[config.mk]
export PLATFORM = sky130hd
export DESIGN_NAME = pipelined_adder
export DESIGN_NICKNAME = d
export VERILOG_FILES = /design/src/rtl/pipelined_adder.sv
export SDC_FILE = /design/constraint.sdc
export NUM_CORES = 1
export LEC_CHECK = 0
export CAP_MARGIN = 25
export CORE_MARGIN = 5
export CORE_UTILIZATION = 53
export CTS_BUF_LIST = sky130_fd_sc_hd__clkbuf_4 sky130_fd_sc_hd__clkbuf_8
export DETAILED_ROUTE_END_ITERATION = 10
export PLACE_DENSITY = 0.91
export SLEW_MARGIN = 20
export SYNTH_ARGS = -nofsm -noshare
export SYNTH_HDL_FRONTEND = slang
export SYNTH_SLANG_ARGS = --single-unit
[constraint.sdc]
create_clock -name clk -period 2.6 [get_ports clk]
set_input_delay 0.39 -clock clk [delete_from_list [all_inputs] [get_ports clk]]
set_output_delay 0.39 -clock clk [all_outputs]
set_load 0.005 [all_outputs]
[src/rtl/pipelined_adder.sv]
// pipelined_adder: WIDTH-bit adder (a + b + cin -> sum, cout) split into CHUNKS
// pipeline stages. Each stage is a WIDTH/CHUNKS-bit ripple slice, and the carry is
// registered between stages. Valid/ready handshakes sit on both sides. When the
// output is held, the whole pipeline stalls.
//
// Optional feature macro: ADDER_OVF_FLAG_EN
//   When defined, this adds the 'ovf' output (signed overflow, aligned with sum).
//   The operand sign bits are piped along with the data to produce it.

module pipelined_adder #(
    parameter int WIDTH  = 8,
    parameter int CHUNKS = 2
) (
    input  logic             clk,
    input  logic             rst_n,
    input  logic             in_valid,
    output logic             in_ready,
    input  logic [WIDTH-1:0] a,
    input  logic [WIDTH-1:0] b,
    input  logic             cin,
    output logic             out_valid,
    input  logic             out_ready,
    output logic [WIDTH-1:0] sum,
    output logic             cout
`ifdef ADDER_OVF_FLAG_EN
   ,output logic             ovf
`endif
);

    // Bits added by each stage
    localparam int C = WIDTH / CHUNKS;

    // Global advance: a held, un-taken result freezes every stage at once
    logic advance;
    assign advance  = !out_valid || out_ready;
    assign in_ready = advance;

    genvar k;
    generate
        for (k = 0; k < CHUNKS; k++) begin : g_stage
            // Operand bits still to be added on entry, and sum bits complete on exit
            localparam int SRC_W  = WIDTH - k * C;
            localparam int DONE_W = (k + 1) * C;

            logic [SRC_W-1:0]  src_a;
            logic [SRC_W-1:0]  src_b;
            logic              src_carry;
            logic              src_valid;
            logic [C:0]        slice;
            logic [DONE_W-1:0] next_sum;

            logic              valid_q;
            logic              carry_q;
            logic [DONE_W-1:0] sum_q;

`ifdef ADDER_OVF_FLAG_EN
            logic              src_a_msb;
            logic              src_b_msb;
`endif

            if (k == 0) begin : g_src
                // The first stage takes its operands straight from the input port
                assign src_a     = a;
                assign src_b     = b;
                assign src_carry = cin;
                assign src_valid = in_valid;
                assign next_sum  = slice[C-1:0];
`ifdef ADDER_OVF_FLAG_EN
                assign src_a_msb = a[WIDTH-1];
                assign src_b_msb = b[WIDTH-1];
`endif
            end else begin : g_src
                // Later stages take the remaining operand bits and the partial sum from the previous stage
                assign src_a     = g_stage[k-1].g_rem.rem_a_q;
                assign src_b     = g_stage[k-1].g_rem.rem_b_q;
                assign src_carry = g_stage[k-1].carry_q;
                assign src_valid = g_stage[k-1].valid_q;
                assign next_sum  = {slice[C-1:0], g_stage[k-1].sum_q};
`ifdef ADDER_OVF_FLAG_EN
                assign src_a_msb = g_stage[k-1].g_rem.a_msb_q;
                assign src_b_msb = g_stage[k-1].g_rem.b_msb_q;
`endif
            end

            // The C+1-bit slice sum; its top bit is the carry into the next stage
            assign slice = {1'b0, src_a[C-1:0]} + {1'b0, src_b[C-1:0]} + {{C{1'b0}}, src_carry};

            // Stage register: valid bit, completed low sum bits and outgoing carry, held on stall
            always_ff @(posedge clk or negedge rst_n) begin
                if (!rst_n) begin
                    valid_q <= 1'b0;
                    carry_q <= 1'b0;
                    sum_q   <= '0;
                end else if (advance) begin
                    valid_q <= src_valid;
                    carry_q <= slice[C];
                    sum_q   <= next_sum;
                end
            end

            if (k < CHUNKS - 1) begin : g_rem
                logic [SRC_W-C-1:0] rem_a_q;
                logic [SRC_W-C-1:0] rem_b_q;
`ifdef ADDER_OVF_FLAG_EN
                logic               a_msb_q;
                logic               b_msb_q;
`endif

                // Carry the not-yet-added upper operand chunks along with this stage
                always_ff @(posedge clk or negedge rst_n) begin
                    if (!rst_n) begin
                        rem_a_q <= '0;
                        rem_b_q <= '0;
                    end else if (advance) begin
                        rem_a_q <= src_a[SRC_W-1:C];
                        rem_b_q <= src_b[SRC_W-1:C];
                    end
                end

`ifdef ADDER_OVF_FLAG_EN
                // Pipe the original operand sign bits so overflow can be judged at the end
                always_ff @(posedge clk or negedge rst_n) begin
                    if (!rst_n) begin
                        a_msb_q <= 1'b0;
                        b_msb_q <= 1'b0;
                    end else if (advance) begin
                        a_msb_q <= src_a_msb;
                        b_msb_q <= src_b_msb;
                    end
                end
`endif
            end
        end
    endgenerate

    // The last stage register is the output register
    assign out_valid = g_stage[CHUNKS-1].valid_q;
    assign sum       = g_stage[CHUNKS-1].sum_q;
    assign cout      = g_stage[CHUNKS-1].carry_q;

`ifdef ADDER_OVF_FLAG_EN
    logic ovf_next;
    assign ovf_next = (g_stage[CHUNKS-1].src_a_msb == g_stage[CHUNKS-1].src_b_msb) &&
                      (g_stage[CHUNKS-1].next_sum[WIDTH-1] != g_stage[CHUNKS-1].src_a_msb);

    // Overflow flag registered alongside the final sum so the two stay aligned
    always_ff @(posedge clk or negedge rst_n) begin
        if (!rst_n) begin
            ovf <= 1'b0;
        end else if (advance) begin
            ovf <= ovf_next;
        end
    end
`endif

endmodule

# Word-level counts from Yosys, hierarchy flattened
# Index checks and enable logic that the tools add are counted.
# totals
reg_bits	24
inputBits	21
out_inout_bits	11
wordCells	14
# classes
add_sub_neg	4
n_reduce_logical	2
# ops
operator	count
$add A4 B4 Y5	2
$add A5 B1 Y5	2
$logic_not A1 Y1	1
$logic_or A1 B1 Y1	1

# Longest topological paths before layout
# logic_depth
depth_word	2
mapped_depth	6
ltp_nobuf	6

# Worst setup path before layout
# Ideal clock, no wire load.
# synth_path
path_kind	input to register
from	input port a[0]
to	register g_stage[0].sum_q[1]
setup_ns	0.073
arrival_ns	1.404
required_time_ns	2.527
setup_slack_ns	1.123
stages	4
path_buffers	0
cell_sequence	fa_1 -> inv_1 -> fa_1 -> a21oi_2
# synth_between
elab_chain_cells	2
# synth_rtl
element	line_no	text
from (decl)	18	input logic [WIDTH-1:0] a,
$add A4 B4 Y5	86	assign slice = {1'b0, src_a[C-1:0]} + {1'b0, src_b[C-1:0]} + {{C{1'b0}}, src_carry};
$add A5 B1 Y5	86	
to (signal assigned)	97	sum_q <= next_sum;
to (decl)	54	logic [DONE_W-1:0] sum_q;
# Every way passes these cells.
# A chain may end at the register's enable or synchronous reset.

# Final worst setup path
# layout_path
from	input port out_ready
to	output port in_ready
# layout_between
elab_chain_cells	1
# layout_rtl
element	line_no	text
from (decl)	22	input logic out_ready,
$logic_or A1 B1 Y1	35	assign advance = !out_valid || out_ready;
to (decl)	17	output logic in_ready,
# Every way passes these cells.

==> impl.org <==
** Outcome
- The run finished with clean final reports.

** Floorplan
- The total area inside the core boundary comes to 2170 sq um.
- Site row count :: 17
- Horizontal extent of the die :: between 50 and 60 microns
- Area of the die :: 3300 sq um
- Die Span Y :: between 50 and 60 microns
- The initial utilization of the core area, before any placement, comes to 0.550.
- Pin placement for this block handled 32 I/O pins.

** Critical path
- Capturing element type of the critical path :: output port
- Of all nets on the critical path, the largest fanout is 27.
- In this design, the stage delay of the slowest critical-path cell is 0.55 ns.
- Data on the critical path is required at its endpoint by around 2.2 ns.
- For this design, the slowest cell found on the critical path is sky130_fd_sc_hd__clkdlybuf4s50_1.
- By instance count, the cell type seen most on the critical path is sky130_fd_sc_hd__clkdlybuf4s50_1.
- Setup slack on the worst flop-to-flop path :: 1.04 ns
- Cell count of the worst reg-to-reg path :: 5
- The critical path crosses 4 cells after its start point.
- STA classifies the critical path startpoint as an input pin.
- Critical path buffer and inverter count :: 3
- Traced cell by cell, the critical path runs through clkdlybuf4s50_1, nor2b_4, inv_4, clkdlybuf4s50_1.
- By startpoint and endpoint, the worst setup path is classified as in -> out.
- Top delay family on crit path :: buffers and inverters
- Data arrival at the endpoint of the critical path :: 1.73 ns

** Layout
- Summing all flip-flop and latch instances after layout gives 601 sq um.
- Antenna diode count :: 0
- Post-synthesis to final-layout area growth :: 28.6%
- Number of filler cells placed in the layout :: 177
- Final instance count without filler cells :: 182
- The final layout contains 187 nets.
- Area of the multi-input gates :: 514 sq um
- Of the cells placed in the final design, the portion with a size suffix greater than 1 is 0.0844.
- Once layout is done, the placed cells without fillers occupy 1530 sq um.

** Global routing
- For this run, the total global-route usage over all layers was measured as 0.154.
- The total overflow left after global routing is 0.
- Antenna violations before repair :: 0
- The via count of the first global-routing pass was 929.
- First-pass GRT wire length :: 3840 microns
- Entering global routing, the biggest net connects 28 pins.

** Placed design
- Prior to clock tree synthesis, the placed netlist has a worst setup slack of 0.473 ns.
- After detailed placement, the total cell area comes to around 1500 sq um.
- Summed over all nets, the half-perimeter wirelength after detailed placement is between 1500 and 2000 microns.
- Including well taps, the total number of placed cells is 179.
- Routability congestion estimate :: 0.748
- In this run the tool buffered the top-level ports with 31 buffer cells.

** STA
- The worst path meets setup with ~0.48 ns of slack.
- Final hold slack :: 0.432 ns
- Largest clock skew in the final design :: about 0.0022 ns
- The count of final hold-check violations was 0.
- Setup violations remaining at the end of the flow were counted as 0.
- Measured against its own limit, the worst slew margin works out to 0.802.
- TNS Setup :: 0 ns
- Tmin final :: 2.12 ns
- At the pin with the least slew margin, the transition time is 0.297 ns.
- Derived from the worst setup path, the maximum achievable clock frequency is around 470 MHz.
- Of the available clock period, the critical path in the final layout requires 0.816.
- The total count of max-transition violations in the final report came to 0.
- Setup repair after global routing left no endpoint under its margin.

** Logic synthesis
- Yosys printed 0 warnings.
- Of the synthesized area, sequential elements account for 0.504.
- Averaged over all synthesized cells, the footprint is 9.77 sq um.
- Mapped cell area :: 1190 sq um
- Synthesis produced a netlist whose cell count is 122.
- Register bit total from synthesis :: 24
- The netlist uses 19 different library cells.
- Nets in the synthesized netlist :: 153

** Clock tree
- For this design, the sink count on the clock tree is 24.
- Clock root buffer :: sky130_fd_sc_hd__clkbuf_4
- Post-CTS Setup Bufs :: 0
- After clock tree synthesis, the clock-pin slew on the worst setup and hold paths is 0.12 ns.
- TritonCTS buffer count :: 3
- After clock tree synthesis, the flow added hold-fix buffers numbering 0.
- H-Tree Depth :: 1
- Worst-skew pair later-pin latency :: 0.30 ns
- Gates resized during post-CTS repair numbered 0.
- TritonCTS built the clock tree.
- The clock passes through at most 2 buffers.

** Min path
- Hold WC Path Type :: in -> async

** Power
- Of the total power, the share spent switching nets is 0.294.
- For this design the ratio of total power to cell area is 654 nW/um^2.
- In this run the power spent charging and discharging nets is 295 uW.
- For this design the static power due to leakage is 0.752 nW.
- Of the total power, the clock network draws 0.154.
- The internal power of the cells totals 709 uW.
- The share of total power dissipated in sequential elements is 0.500.
- The share of total power dissipated in combinational logic is 0.346.
- VDD sags by at most between 0.4 and 0.5 mV.

** Detailed routing
- In the routed design, unresolved DRC markers number 0.
- In this run, the number of DRC markers left after iteration 0 of detailed routing was 7.
- For this block, the via count after detailed routing is 887.
- Once detail routing completed, the nets flagged for antenna violations numbered 0.
- Number of vias per cell :: a little under 5
- Length of the first detailed-routing pass in iterations :: 4
- Dividing the detail-routed wire length by the instance count gives 12.1 microns.
- The final layout contains routed wiring with a total length of 2210 microns.

** Run
- Max-capacitance violation count :: 0
through the flow:
| stage | power (mW) | utilization |
|---|---|---|
| after floorplan | 0.687 | - |
| after global placement | 0.846 | 0.697 |
| after detailed placement | 0.865 | 0.697 |
| after CTS | 1.02 | 0.707 |
| after global routing | 1.07 | 0.707 |
| final | 1.00 | 0.707 |
layout make-up:
type,count,share of cell area
Multi-Input combinational cell,85,0.335
Sequential cell,24,0.392
Tap cell,28,0.0228
Timing Repair Buffer,33,0.212
Inverter,9,0.0237
Clock buffer,3,0.0147
placed cells by master, fill, tap and decap left out:
cell	netlist	layout
sky130_fd_sc_hd__a21oi_1	2	2
sky130_fd_sc_hd__a21o_1	2	2
sky130_fd_sc_hd__clkdlybuf4s50_1	0	31
sky130_fd_sc_hd__o21ai_0	6	6
sky130_fd_sc_hd__nor2b_4	1	1
sky130_fd_sc_hd__nand2b_1	1	1
sky130_fd_sc_hd__dfrtp_1	24	24
sky130_fd_sc_hd__nor2b_1	2	2
sky130_fd_sc_hd__fa_1	4	4
sky130_fd_sc_hd__o21ai_1	2	2
sky130_fd_sc_hd__buf_4	1	2
sky130_fd_sc_hd__nand2_1	45	45
sky130_fd_sc_hd__ha_1	6	6
sky130_fd_sc_hd__o21ai_2	2	2
sky130_fd_sc_hd__xor2_1	2	2
sky130_fd_sc_hd__inv_4	1	1
sky130_fd_sc_hd__inv_1	8	8
sky130_fd_sc_hd__a21oi_2	4	4
sky130_fd_sc_hd__clkbuf_4	0	3
sky130_fd_sc_hd__nor2_1	6	6
power groups by stage:
stage          logic, mW  clock network (mW)  registers, mW
6_report           0.347               0.155          0.501
3_5_place_dp       0.355                   0          0.510
4_1_cts            0.356               0.158          0.502
2_1_floorplan      0.176                   0          0.511
3_3_place_gp       0.339                   0          0.507
5_1_grt            0.391               0.172          0.512
logic make-up (layout without fill, tap and decap cells):
group           after synthesis  in the layout  synth area share
simple gates                 55             55             0.188
compound gates               18             18            0.0986
fa+ha+maj                    10             10             0.130
buf+inv                      13             45            0.0651
flops                        24             24             0.504
xor+xnor                      2              2            0.0147
final timing paths:
| check | start | to |
|---|---|---|
| max in group asynchronous | rst_n | sum[2]$_DFFE_PN0P_ |
| setup reg to reg | g_stage[0].carry_q$_DFFE_PN0P_ | sum[7]$_DFFE_PN0P_ |
| hold / removal | rst_n | cout$_DFFE_PN0P_ |
| hold reg to reg | g_stage[0].valid_q$_DFFE_PN0P_ | g_stage[0].valid_q$_DFFE_PN0P_ |
| setup / recovery | out_ready | in_ready |
| min in group clk | g_stage[0].valid_q$_DFFE_PN0P_ | g_stage[0].valid_q$_DFFE_PN0P_ |
routing by layer:
layer	global-route usage	part of all wire
met5	0	0
met3	0.0339	0.057
met1	0.164	0.39
met4	0.0795	0.023
met2	0.279	0.53
Yosys cell counts:
cell type	n	area share
sky130_fd_sc_hd__a21oi_1	2	0.0084
sky130_fd_sc_hd__ha_1	6	0.063
sky130_fd_sc_hd__xor2_1	2	0.015
sky130_fd_sc_hd__fa_1	4	0.067
sky130_fd_sc_hd__buf_4	1	0.0063
sky130_fd_sc_hd__a21o_1	2	0.013
sky130_fd_sc_hd__o21ai_0	6	0.025
sky130_fd_sc_hd__nand2b_1	1	0.0052
sky130_fd_sc_hd__nand2_1	45	0.14
sky130_fd_sc_hd__dfrtp_1	24	0.50
sky130_fd_sc_hd__nor2_1	6	0.019
sky130_fd_sc_hd__o21ai_2	2	0.015
sky130_fd_sc_hd__a21oi_2	4	0.029
sky130_fd_sc_hd__inv_1	8	0.025
sky130_fd_sc_hd__nor2b_1	2	0.010
sky130_fd_sc_hd__buf_6	3	0.028
sky130_fd_sc_hd__o21ai_1	2	0.0084
sky130_fd_sc_hd__nor2b_4	1	0.012
sky130_fd_sc_hd__inv_4	1	0.0052
registers in the layout (all words and copies together), names as in the netlist:
signal                 count
sum                        8
g_stage.g_rem.rem_a_q      4
g_stage.g_rem.rem_b_q      4
g_stage.sum_q              4
cout                       1
g_stage.carry_q            1
g_stage.valid_q            1
out_valid                  1
Power figures use the tool's default switching activity.
